==> src/rtl/counter_checker_sat_counter.sv <==
// Saturating up-counter used for the checker's running totals. Holds at
// all-ones rather than wrapping so a flood of events never reads as few.
module sat_counter #(
  parameter int W = 8
) (
  input  logic         clk,
  input  logic         reset,
  input  logic         inc,
  input  logic         clr,
  output logic [W-1:0] q
);

  // Count up on inc, stop at all-ones; clr wins over inc.
  always_ff @(posedge clk or posedge reset) begin
    if (reset) begin
      q <= '0;
    end else if (clr) begin
      q <= '0;
    end else if (inc && (q != {W{1'b1}})) begin
      q <= q + 1'b1;
    end
  end

endmodule

==> config.mk <==
export PLATFORM = sky130hd
export DESIGN_NAME = sat_counter
export DESIGN_NICKNAME = d
export VERILOG_FILES = /design/src/rtl/counter_checker_sat_counter.sv
export SDC_FILE = /design/constraint.sdc
export NUM_CORES = 1
export LEC_CHECK = 0
export CORE_AREA = 2 2 39 41
export CTS_CLUSTER_DIAMETER = 120
export DETAILED_ROUTE_END_ITERATION = 6
export DIE_AREA = 0 0 41 43
export PLACE_DENSITY = 0.68
export SETUP_SLACK_MARGIN = 0.1
export SKIP_LAST_GASP = 1
export SLEW_MARGIN = 40
export SYNTH_ARGS = -nofsm -noshare
export SYNTH_HDL_FRONTEND = slang
export SYNTH_SLANG_ARGS = --single-unit
==> constraint.sdc <==
create_clock -name clk -period 2.1 [get_ports clk]
set_input_delay 0.21 -clock clk [delete_from_list [all_inputs] [get_ports clk]]
set_output_delay 0.21 -clock clk [all_outputs]
set_load 0.01 [all_outputs]
== Word level (Yosys, flattened, before mapping) ==
Index checks and enable logic that the tools add are counted.

* Logic and storage cells: 7
* Flip-flop bits (word level): 8

* Reduce and logical (&&, ||, !) cells: 2
* $add $sub $neg: 1
* Eq/ne operators: 1
* Muxes and demuxes: 2

{| class="wikitable"
|+ Operators with widths
! kind !! count
|-
| $mux 8 || 2
|-
| $add 8x1->8 const B || 1
|-
| $ne 8x8->1 const B || 1
|-
| $reduce_bool 2->1 || 1
|-
| $logic_and 1x1->1 || 1
|}

== Logic depth before layout (Yosys ltp) ==
Gate-level depths: netlist (run 1).

* Depth after elaboration: 4
* Depth in mapped cells: 4
* Gate-level depth less buffers: 4

== Worst setup path before layout (run 1) ==
No wires, ideal clock.

* Kind: register -> register
* From: register q[0]
* To: register q[5]
* Stages on the path, launching flop included: 5
* Buffers on the path: 0
* Arrival: 1463 ps
* Path slack: 512 ps
* Setup time: 125 ps
* Path through: dfrtp_1 -> ha_1 -> and3_1 -> a211oi_2 -> mux2_4

* Cells in the longest elaborated chain, start to end: 3

{| class="wikitable"
|+ Ends and longest elaborated chain
! element !! line !! source
|-
| from (decl) || 10 || <nowiki>output logic [W-1:0] q</nowiki>
|-
| from (signal assigned) || 20 || <nowiki>q <= q + 1'b1;</nowiki>
|-
| $add 8x1->8 or $ne 8x8->1 (tied branches) || 20, 19 ||
|-
| $mux 8 or $logic_and 1x1->1 (tied branches) || 19 || <nowiki>end else if (inc && (q != {W{1'b1}})) begin</nowiki>
|-
| $mux 8 or $reduce_bool 2->1 (tied branches) || - ||
|}

Parallel ways exist; a longest one is shown, timed or not. The select of a mux whose other input is x is not followed.
A chain may end at the register's enable or synchronous reset.

== Worst setup path in the final report (run 1) ==
Ends and elaborated chain as after synthesis.

==> results of run 1 <==
[per-stage QoR]
stage / hold slack (ns) / area, sq um / utilization [%] / power (W)
final: 0.196 / 642 / 46.4 / 0.000326
after global placement: 0.481 / 619 / 44.8 / 0.000201
after global routing: 0.238 / 642 / 46.4 / 0.000342
after detailed placement: 0.484 / 619 / 44.8 / 0.000202
after CTS: 0.213 / 642 / 46.4 / 0.000327
after floorplan: 0.0257 / 504 / - / 0.000184
[Yosys cell counts]
library cell	number	area (sq um)
inv_1	2	7.51
nand4b_1	1	8.76
nand3_1	2	10.0
mux2i_1	1	10.0
a21boi_2	1	11.3
nand4_1	2	12.5
and4_1	1	8.76
o21bai_1	1	7.51
mux2_4	4	60.1
nor2b_1	4	25.0
buf_6	1	11.3
and2b_1	1	7.51
a21oi_1	2	10.0
o311a_1	1	10.0
clkbuf_1	1	3.75
a211oi_2	1	12.5
nor2_1	4	15.0
a21oi_2	2	17.5
ha_1	1	12.5
and3_1	1	6.26
nor3_1	1	5.00
nand2_1	4	15.0
o211a_1	1	10.0
dfrtp_1	8	200
nand2b_1	1	6.26
[area by class of cell]
type / count / area, sq um
fill: 133 / 742
multi-input combinational: 37 / 282
sequential: 8 / 200
timing repair buffer: 11 / 110
clock buffer: 3 / 22.5
tap: 16 / 20.0
inverter: 2 / 7.51
[critical path: stages, from the launching register on]
cell	delay, ns
dfrtp_1	0.43
ha_1	0.27
and3_1	0.25
a211oi_2	0.28
mux2_4	0.32
[cells by family (layout without fill, tap and decap cells)]
logic type | count (synthesis) | in the layout | share of synthesized area (%)
mux | 5 | 5 | 13.9
flops | 8 | 8 | 39.7
compound gates | 9 | 9 | 15.6
simple gates | 22 | 22 | 23.8
fa+ha+maj | 1 | 1 | 2.48
buf+inv | 4 | 16 | 4.47
[final timing paths]
kind / from / to / slack [ns] / cells past startpoint
max: q[0] / q[5] / 0.43 / 4
min: reset / q[3] / 0.20 / 2
max reg2reg: q[0] / q[5] / 0.43 / 4
min reg2reg: q[1] / q[1] / 0.58 / 2
max in group asynchronous: reset / q[6] / 1.66 / 2
min in group clk: q[1] / q[1] / 0.58 / 2
[per-layer routing]
layer  GRT usage, %  vias to the layer above  part of all wire (%)
met5              0                        -                     0
met3           4.71                        2                   4.8
met4           8.00                        0                   2.1
li1               -                      204                     -
met1           20.0                      186                    47
met2           20.0                       11                    46
[power by group]
part,total [W],internal [W],switching (W)
Clock,0.000127,0.0000660,0.0000607
Sequential,0.000163,0.000158,0.00000475
Combinational,0.0000368,0.0000196,0.0000171
Total,0.000326,0.000244,0.0000826
==> summary.txt, run 1 <==
Setup path
  • Crit end category: flop
  • Required time worst endpoint: ~2.3 ns
  • CP Data Arrival Time: 1.82 ns
  • CP Launch Type: flop
  • Worst-path maximum fanout: 5
  • Setup Crit Path Kind: flop to flop

Floorplanning
  • Core Box Area: 0.00138 sq mm
  • Site Rows: 14
  • Die Area: around 0.0018 sq mm
  • I/O Pins: 12
  • Die span in x: 41 um
  • Die Height: 43 um
  • Initial core utilization: 36.4%

STA
  • Max Slew Vio Count: 0
  • Maximum clock frequency: 0.599 GHz
  • Slew margin rel.: 76.1%
  • Period utilization: between 70 and 80%
  • Final worst setup slack: 0.430 ns
  • Unrepaired setup endpoints after global routing: false
  • Slew @ Worst Pin: ~0.36 ns
  • Post-layout min period: 1.67 ns
  • Setup_tns: 0 ns
  • Fin. Hold Viols: 0
  • Worst Skew: 0.00393 ns
  • Final setup viols: 0

Layout
  • Antenna Cells: 0
  • Top reg by flops: q
  • Final layout net count: 68
  • Share of layout cells above drive strength 1: a little under a fifth
  • Top flop regs: q x8
  • Commonest non-fill, non-tap cell in the layout: clkdlybuf4s50_1
  • Max reg flops: 8
  • Most frequent cells in the layout: clkdlybuf4s50_1, dfrtp_1
  • Non-filler cells, final: 77
  • Syn-to-layout area delta: 27.3%

Detailed routing
  • Detail Route Antenna Nets: 0
  • WL/cell: 13.6 um
  • Final WL: 1050 um
  • Drt first pass iters: 2
  • Via count: 403
  • Initial drt markers: 2
  • Number of remaining DRC errors: 0
  • Drt via density: between 5 and 6

Logic synthesis
  • Syn_area_per_cell: 10.3 sq um
  • Sequential share of the synthesized area: 39.7%
  • Yosys reg bits: 8
  • YS warnings: 0
  • Distinct cell type count after synthesis: 25
  • Syn Std Cell Area: 504 sq um
  • Synth Net Count: 54
  • Synth Instances: 49

Place
  • Cell count after placement: 74
  • Setup Slack @ Placement: 0.410 ns
  • Port Buf Inserts: 11
  • GPL Wtd Cong: 0.886

Clocking
  • Setup bufs post-CTS: 0
  • Deepest clock path buffer count: 2
  • Clk slew on worst S/H paths: 0.06 ns
  • Clk Latency, worst-skew pair: 0.26 ns
  • Clock root buffer: clkbuf_4
  • Hold buffers post-CTS: 0
  • CTS tree: done
  • Htree depth: 1
  • CTS resizes: 0
  • CTS Buf Count: 3
  • # clock sinks: 8

Global routing
  • Largest net degree at the start of global routing: 11
  • First-pass GRT wire length: 1730 um
  • Initial antenna violation count: 0
  • GRT Total Usage: 14.7%
  • Grt ovf: 0
  • Vias in the first global route: 386

Power
  • Cell Pwr Density: 508 mW/mm^2
  • VDD IR max: 0.000291 V
  • Leak: ~0.29 nW

Flow run
  • Max-cap violations: 0

Min path
  • Min-delay worst type: input port to async pin

Run status
  • Status: completed
(Power assumes the default switching activity.)
==> inputs of run 2 (changes only) <==
Clock period 2.1 ns to 1.6 ns, I/O delays scaled along.
==> run 2 against run 1 <==
Sequential power up 32%. Worst hold slack worse by 0.035 ns. Fmax up 16%. Global-route usage down 1.3 points. Non-clock buffer count up 6. Routed wire length down 6.2%. Register-to-register slack worse by 0.27 ns. Critical path type unchanged. Highest routed layer is now met3. Combinational power up 62%. Total power up 29%.
==> summary.txt, run 2 (same netlist as run 1, synthesis figures left out) <==
STA
  • Max Slew Vio Count: 0
  • Period utilization: 90.2%
  • Setup_tns: 0 ns
  • Maximum clock frequency: 0.693 GHz
  • Post-layout min period: 1.44 ns
  • Slew @ Worst Pin: 0.350 ns
  • Unrepaired setup endpoints after global routing: false
  • Slew margin rel.: 76.6%
  • Hold Slack: 0.161 ns
  • Final setup viols: 0
  • Worst Skew: 0.00414 ns
  • Fin. Hold Viols: 0
  • Final worst setup slack: 0.158 ns

Setup path
  • Crit end category: flop
  • Worst-path maximum fanout: 3
  • Setup Crit Path Kind: flop to flop
  • CP Launch Type: flop
  • CP Data Arrival Time: 1.58 ns
  • R2r startpoint: q[0]
  • Reg-to-reg setup timing slack: 0.16 ns
  • Worst Reg-to-Reg Cells: 4
  • Required time worst endpoint: ~1.7 ns
  • Reg2Reg Capture Point: q[5]
  • Critical Path Start: q[0]

Detailed routing
  • Number of remaining DRC errors: 0
  • Drt first pass iters: 4
  • WL/cell: 11.8 um
  • Final WL: 981 um
  • Detail Route Antenna Nets: 0
  • Initial drt markers: 11
  • Via count: about 420
  • Drt via density: just over 5

Layout
  • Share of layout cells above drive strength 1: between 20 and 30%
  • Finished Cell Area: 718 sq um
  • Commonest non-fill, non-tap cell in the layout: clkdlybuf4s50_1
  • Top flop regs: q x8
  • Top reg by flops: q
  • FF+latch area: 200 sq um
  • Max reg flops: 8
  • Final layout net count: 74
  • Multi-input gate area: roughly 310 sq um
  • Fill cells: 123
  • Antenna Cells: 0
  • Most frequent cells in the layout: clkdlybuf4s50_1, dfrtp_1, buf_4
  • Syn-to-layout area delta: 42.4%

Clocking
  • Clk slew on worst S/H paths: ~0.05 ns
  • Clock root buffer: clkbuf_4
  • Htree depth: 1
  • Deepest clock path buffer count: 2
  • # clock sinks: 8
  • CTS tree: done
  • CTS Buf Count: 3
  • Clk Latency, worst-skew pair: 0.25 ns

Global routing
  • Grt ovf: 0
  • Met1 global-route usage: a little under 20%
  • Vias in the first global route: approximately 360
  • GRT Total Usage: 13.5%
  • Most Used Layer, Global Route: met1
  • Largest net degree at the start of global routing: 11
  • Met3 GRT Util: 7.85%
  • First-pass GRT wire length: around 1600 um
  • M2 GR Usage: roughly 18%
  • Initial antenna violation count: 0

Place
  • Placed Area: 664 sq um
  • Port Buf Inserts: 11
  • DP HPWL: 742 um
  • GPL Wtd Cong: between 0.8 and 0.9
  • Setup Slack @ Placement: about 0.067 ns

Floorplanning
  • Die Height: around 43 um
  • I/O Pins: 12
  • Site Rows: 14
  • Initial core utilization: between 30 and 40%
  • Die span in x: 41 um
  • Core Box Area: 0.00138 sq mm
  • Die Area: 0.00176 sq mm

Power
  • VDD IR max: 0.000418 V
  • Cell Pwr Density: just under 600 mW/mm^2
  • Leak: 0.334 nW

Min path
  • Min-delay worst type: input port to async pin

Flow run
  • Max-cap violations: 0

Run status
  • Status: completed
run 2: layout make-up:
class | count | area share, %
well taps | 16 | 2.79
repair buffers | 17 | 22.5
clock buffers | 3 | 3.14
flip-flops and latches | 8 | 27.9
inverters | 2 | 1.05
multi-input cells | 37 | 42.7
run 2: routing by layer:
metal  vias up  share of wire, %
li1        213                 -
met1       200                47
met2        11                47
met3         0               5.7
met4         0                 0
met5         -                 0
run 2: timing repair:
action | in CTS | in global routing
hold buffers | 0 | 0
setup endpoints to repair | 0 | 3
hold endpoints to repair | 0 | 0
gates resized for setup | 0 | 4
buffers inserted | 0 | 1
run 2: metrics by stage:
| stage | instances | total power, W | utilization (%) |
|---|---|---|---|
| 6_report | 83 | 0.000422 | 51.9 |
| 3_3_place_gp | 79 | 0.000270 | 48.0 |
| 5_1_grt | 83 | 0.000447 | 51.9 |
| 3_5_place_dp | 79 | 0.000272 | 48.0 |
| 4_1_cts | 82 | 0.000423 | 49.6 |
| 2_1_floorplan | 49 | 0.000243 | - |
run 2: worst max-delay path: stages (launching register included):
cell	delay, ns
dfrtp_1	0.43
ha_4	0.18
and3_4	0.20
a211oi_2	0.21
mux2_4	0.32
run 2: where the power goes:
| part | switching [W] | total, W | internal (W) | leakage [nW] |
|---|---|---|---|---|
| clock network | 0.0000619 | 0.000147 | 0.0000854 | 0.0138 |
| logic | 0.0000251 | 0.0000595 | 0.0000345 | 0.210 |
| registers | 0.00000731 | 0.000215 | 0.000208 | 0.110 |
run 2: worst max-delay path by stage:
stage,to,cells past startpoint,slack [ns]
finish,q[5],4,0.16
global route,q[5],4,0.09
CTS,q[0],4,0.12
detailed placement,q[5],4,0.07
global placement,q[5],4,0.08
floorplan,q[5],4,0.14
==> inputs of run 3 (changes only) <==
Settings changed: DONT_BUFFER_PORTS set to 1, PLACE_DENSITY 0.68 to 0.56, TNS_END_PERCENT set to 10.
==> run 3 against run 2 <==
Sequential share of layout area increased by 4.6 points. Routed wire length increased by 11%. Global-route usage increased by 2.9 points. Die area unchanged. Via count decreased by 3.8%. First-iteration DRC count decreased by 9.1%. Setup slack improved by 0.0035 ns. Clock skew decreased by 0.0026 ns. Sequential cell count unchanged. Clock-buffer cell count unchanged. Total power decreased by 1.8%. Core utilization decreased by 7.1 points.
==> summary.txt, run 3 (same netlist as run 1, synthesis figures left out) <==
Run status
  • Status: completed

Layout
  • Most frequent cells in the layout: buf_4, dfrtp_1
  • Top flop regs: q x8
  • Antenna Cells: 0
  • Top reg by flops: q
  • Non-filler cells, final: 75
  • Share of layout cells above drive strength 1: roughly 36%
  • Max reg flops: 8
  • Final layout net count: 66
  • Syn-to-layout area delta: 23.1%

Power
  • Gate power share: 10.0%
  • VDD IR max: between 0.0002 and 0.0003 V
  • Cell Pwr Density: between 600 and 700 mW/mm^2
  • Tot Pwr: 0.000414 W
  • Sequential share of power: about 50%
  • Leak: 0.289 nW
  • Psw: approximately 0.0001 W
  • P_int: 0.000314 W
  • Sw Share: about 24%
  • Clk pwr share: 39.0%

Setup path
  • Reg2Reg Capture Point: q[5]
  • CP Launch Type: flop
  • Worst-path cell chain: ha_2 > and3_4 > a211oi_4 > mux2_4
  • Crit end category: flop
  • Crit-path slowest cell: dfrtp_1
  • Required time worst endpoint: around 1.8 ns
  • CP delay by family, top: flip-flops
  • Slowest cell delay on critical path: 0.39 ns
  • Worst Reg-to-Reg Cells: 4
  • R2r startpoint: q[1]
  • Critical Path Start: q[1]
  • Worst-path maximum fanout: 5
  • Reg-to-reg setup timing slack: 0.16 ns
  • Crit path buf inv count: 0
  • Setup Crit Path Kind: flop to flop
  • CP Data Arrival Time: approximately 1.6 ns

Place
  • Port Buf Inserts: 0
  • DP HPWL: 818 um
  • Cell count after placement: 70
  • GPL Wtd Cong: 0.729

Detailed routing
  • Drt via density: between 5 and 6
  • DR WL met3: 74 um
  • Drt first pass iters: 4
  • Final WL: 1090 um
  • Via count: 408
  • Initial drt markers: 10
  • Metal-1 WL: 492 um
  • Detail Route Antenna Nets: 0
  • Max layer used: met4
  • Number of remaining DRC errors: 0
  • Met2 routed WL: 499 um
  • WL/cell: about 15 um

Floorplanning
  • I/O Pins: 12
  • Site Rows: 14
  • Core Box Area: approximately 0.0014 sq mm
  • Initial core utilization: 36.4%
  • Die span in x: 41 um
  • Die Height: ~43 um
  • Die Area: between 0.0015 and 0.002 sq mm

STA
  • Post-layout min period: roughly 1.4 ns
  • Setup_tns: 0 ns
  • Slew @ Worst Pin: 0.368 ns
  • Fin. Hold Viols: 0
  • Unrepaired setup endpoints after global routing: false
  • Final setup viols: 0
  • Worst Skew: ~0.0016 ns
  • Maximum clock frequency: about 0.69 GHz
  • Slew margin rel.: 75.4%
  • Hold Slack: 0.112 ns
  • Max Slew Vio Count: 0
  • Period utilization: 89.9%

Clocking
  • Clk Latency, worst-skew pair: 0.26 ns
  • # clock sinks: 8
  • Clk slew on worst S/H paths: approximately 0.060 ns
  • Clock root buffer: clkbuf_4
  • CTS Buf Count: 3
  • Htree depth: 1
  • CTS tree: done
  • Deepest clock path buffer count: 2

Global routing
  • First-pass GRT wire length: approximately 1800 um
  • Grt ovf: 0
  • Initial antenna violation count: 0
  • GRT Total Usage: 16.4%
  • Vias in the first global route: 419
  • Largest net degree at the start of global routing: 11

Min path
  • Worst Hold Path EP: q[7]
  • Hold Crit Start: clr
  • Min-delay worst type: input port to flop
  • Worst Hold Depth: 2

Flow run
  • Max-cap violations: 0
==> run 3: layout make-up <==
class                           count  area (sq um)
Fill cell                         139           763
Timing Repair Buffer                9          72.6
Tap cell                           16          20.0
Clock buffer                        3          22.5
Multi-Input combinational cell     37           297
Inverter                            2          7.51
Sequential cell                     8           201
==> run 3: layer usage <==
metal / track usage (%) / vias to the layer above
li1: - / 198
met1: 19.5 / 194
met2: 22.2 / 12
met3: 8.90 / 4
met4: 10.0 / 0
met5: 0 / -
==> run 3: worst reg2reg max path, stage by stage, from the launching register on <==
cell and delay, ns:
dfrtp_1 0.39, ha_2 0.22, and3_4 0.21, a211oi_4 0.20, mux2_4 0.31
==> run 3: repair_timing <==
| action | CTS | global route |
|---|---|---|
| endpoints found under the setup margin | 0 | 1 |
| endpoints found under the hold margin | 9 | 0 |
| hold buffers | 2 | 0 |
| gates resized for setup | 0 | 2 |
| buffers inserted | 0 | 0 |
==> run 3: through the flow <==
step                      util (%)  instance area [sq um]  worst slack, ns
after global routing          44.8                    621            0.119
after CTS                     44.2                    612            0.149
after detailed placement      41.1                    569            0.174
after global placement        41.1                    569            0.177
after floorplan                  -                    512            0.138
final                         44.8                    621            0.161
==> run 3: worst max path at each step <==
stage / depth (start not counted) / to / slack (ns)
after floorplan: 4 / q[5] / 0.14
after global placement: 4 / q[5] / 0.18
after detailed placement: 4 / q[5] / 0.17
after CTS: 3 / q[5] / 0.15
after global routing: 4 / q[0] / 0.12
final: 4 / q[5] / 0.16
==> run 3: power groups by stage <==
stage | combinational, W | sequential, W | clock, W
after floorplan | 0.0000243 | 0.000218 | 0
after global placement | 0.0000370 | 0.000215 | 0
after detailed placement | 0.0000379 | 0.000215 | 0
after CTS | 0.0000417 | 0.000211 | 0.000167
after global routing | 0.0000462 | 0.000212 | 0.000187
final | 0.0000413 | 0.000211 | 0.000161
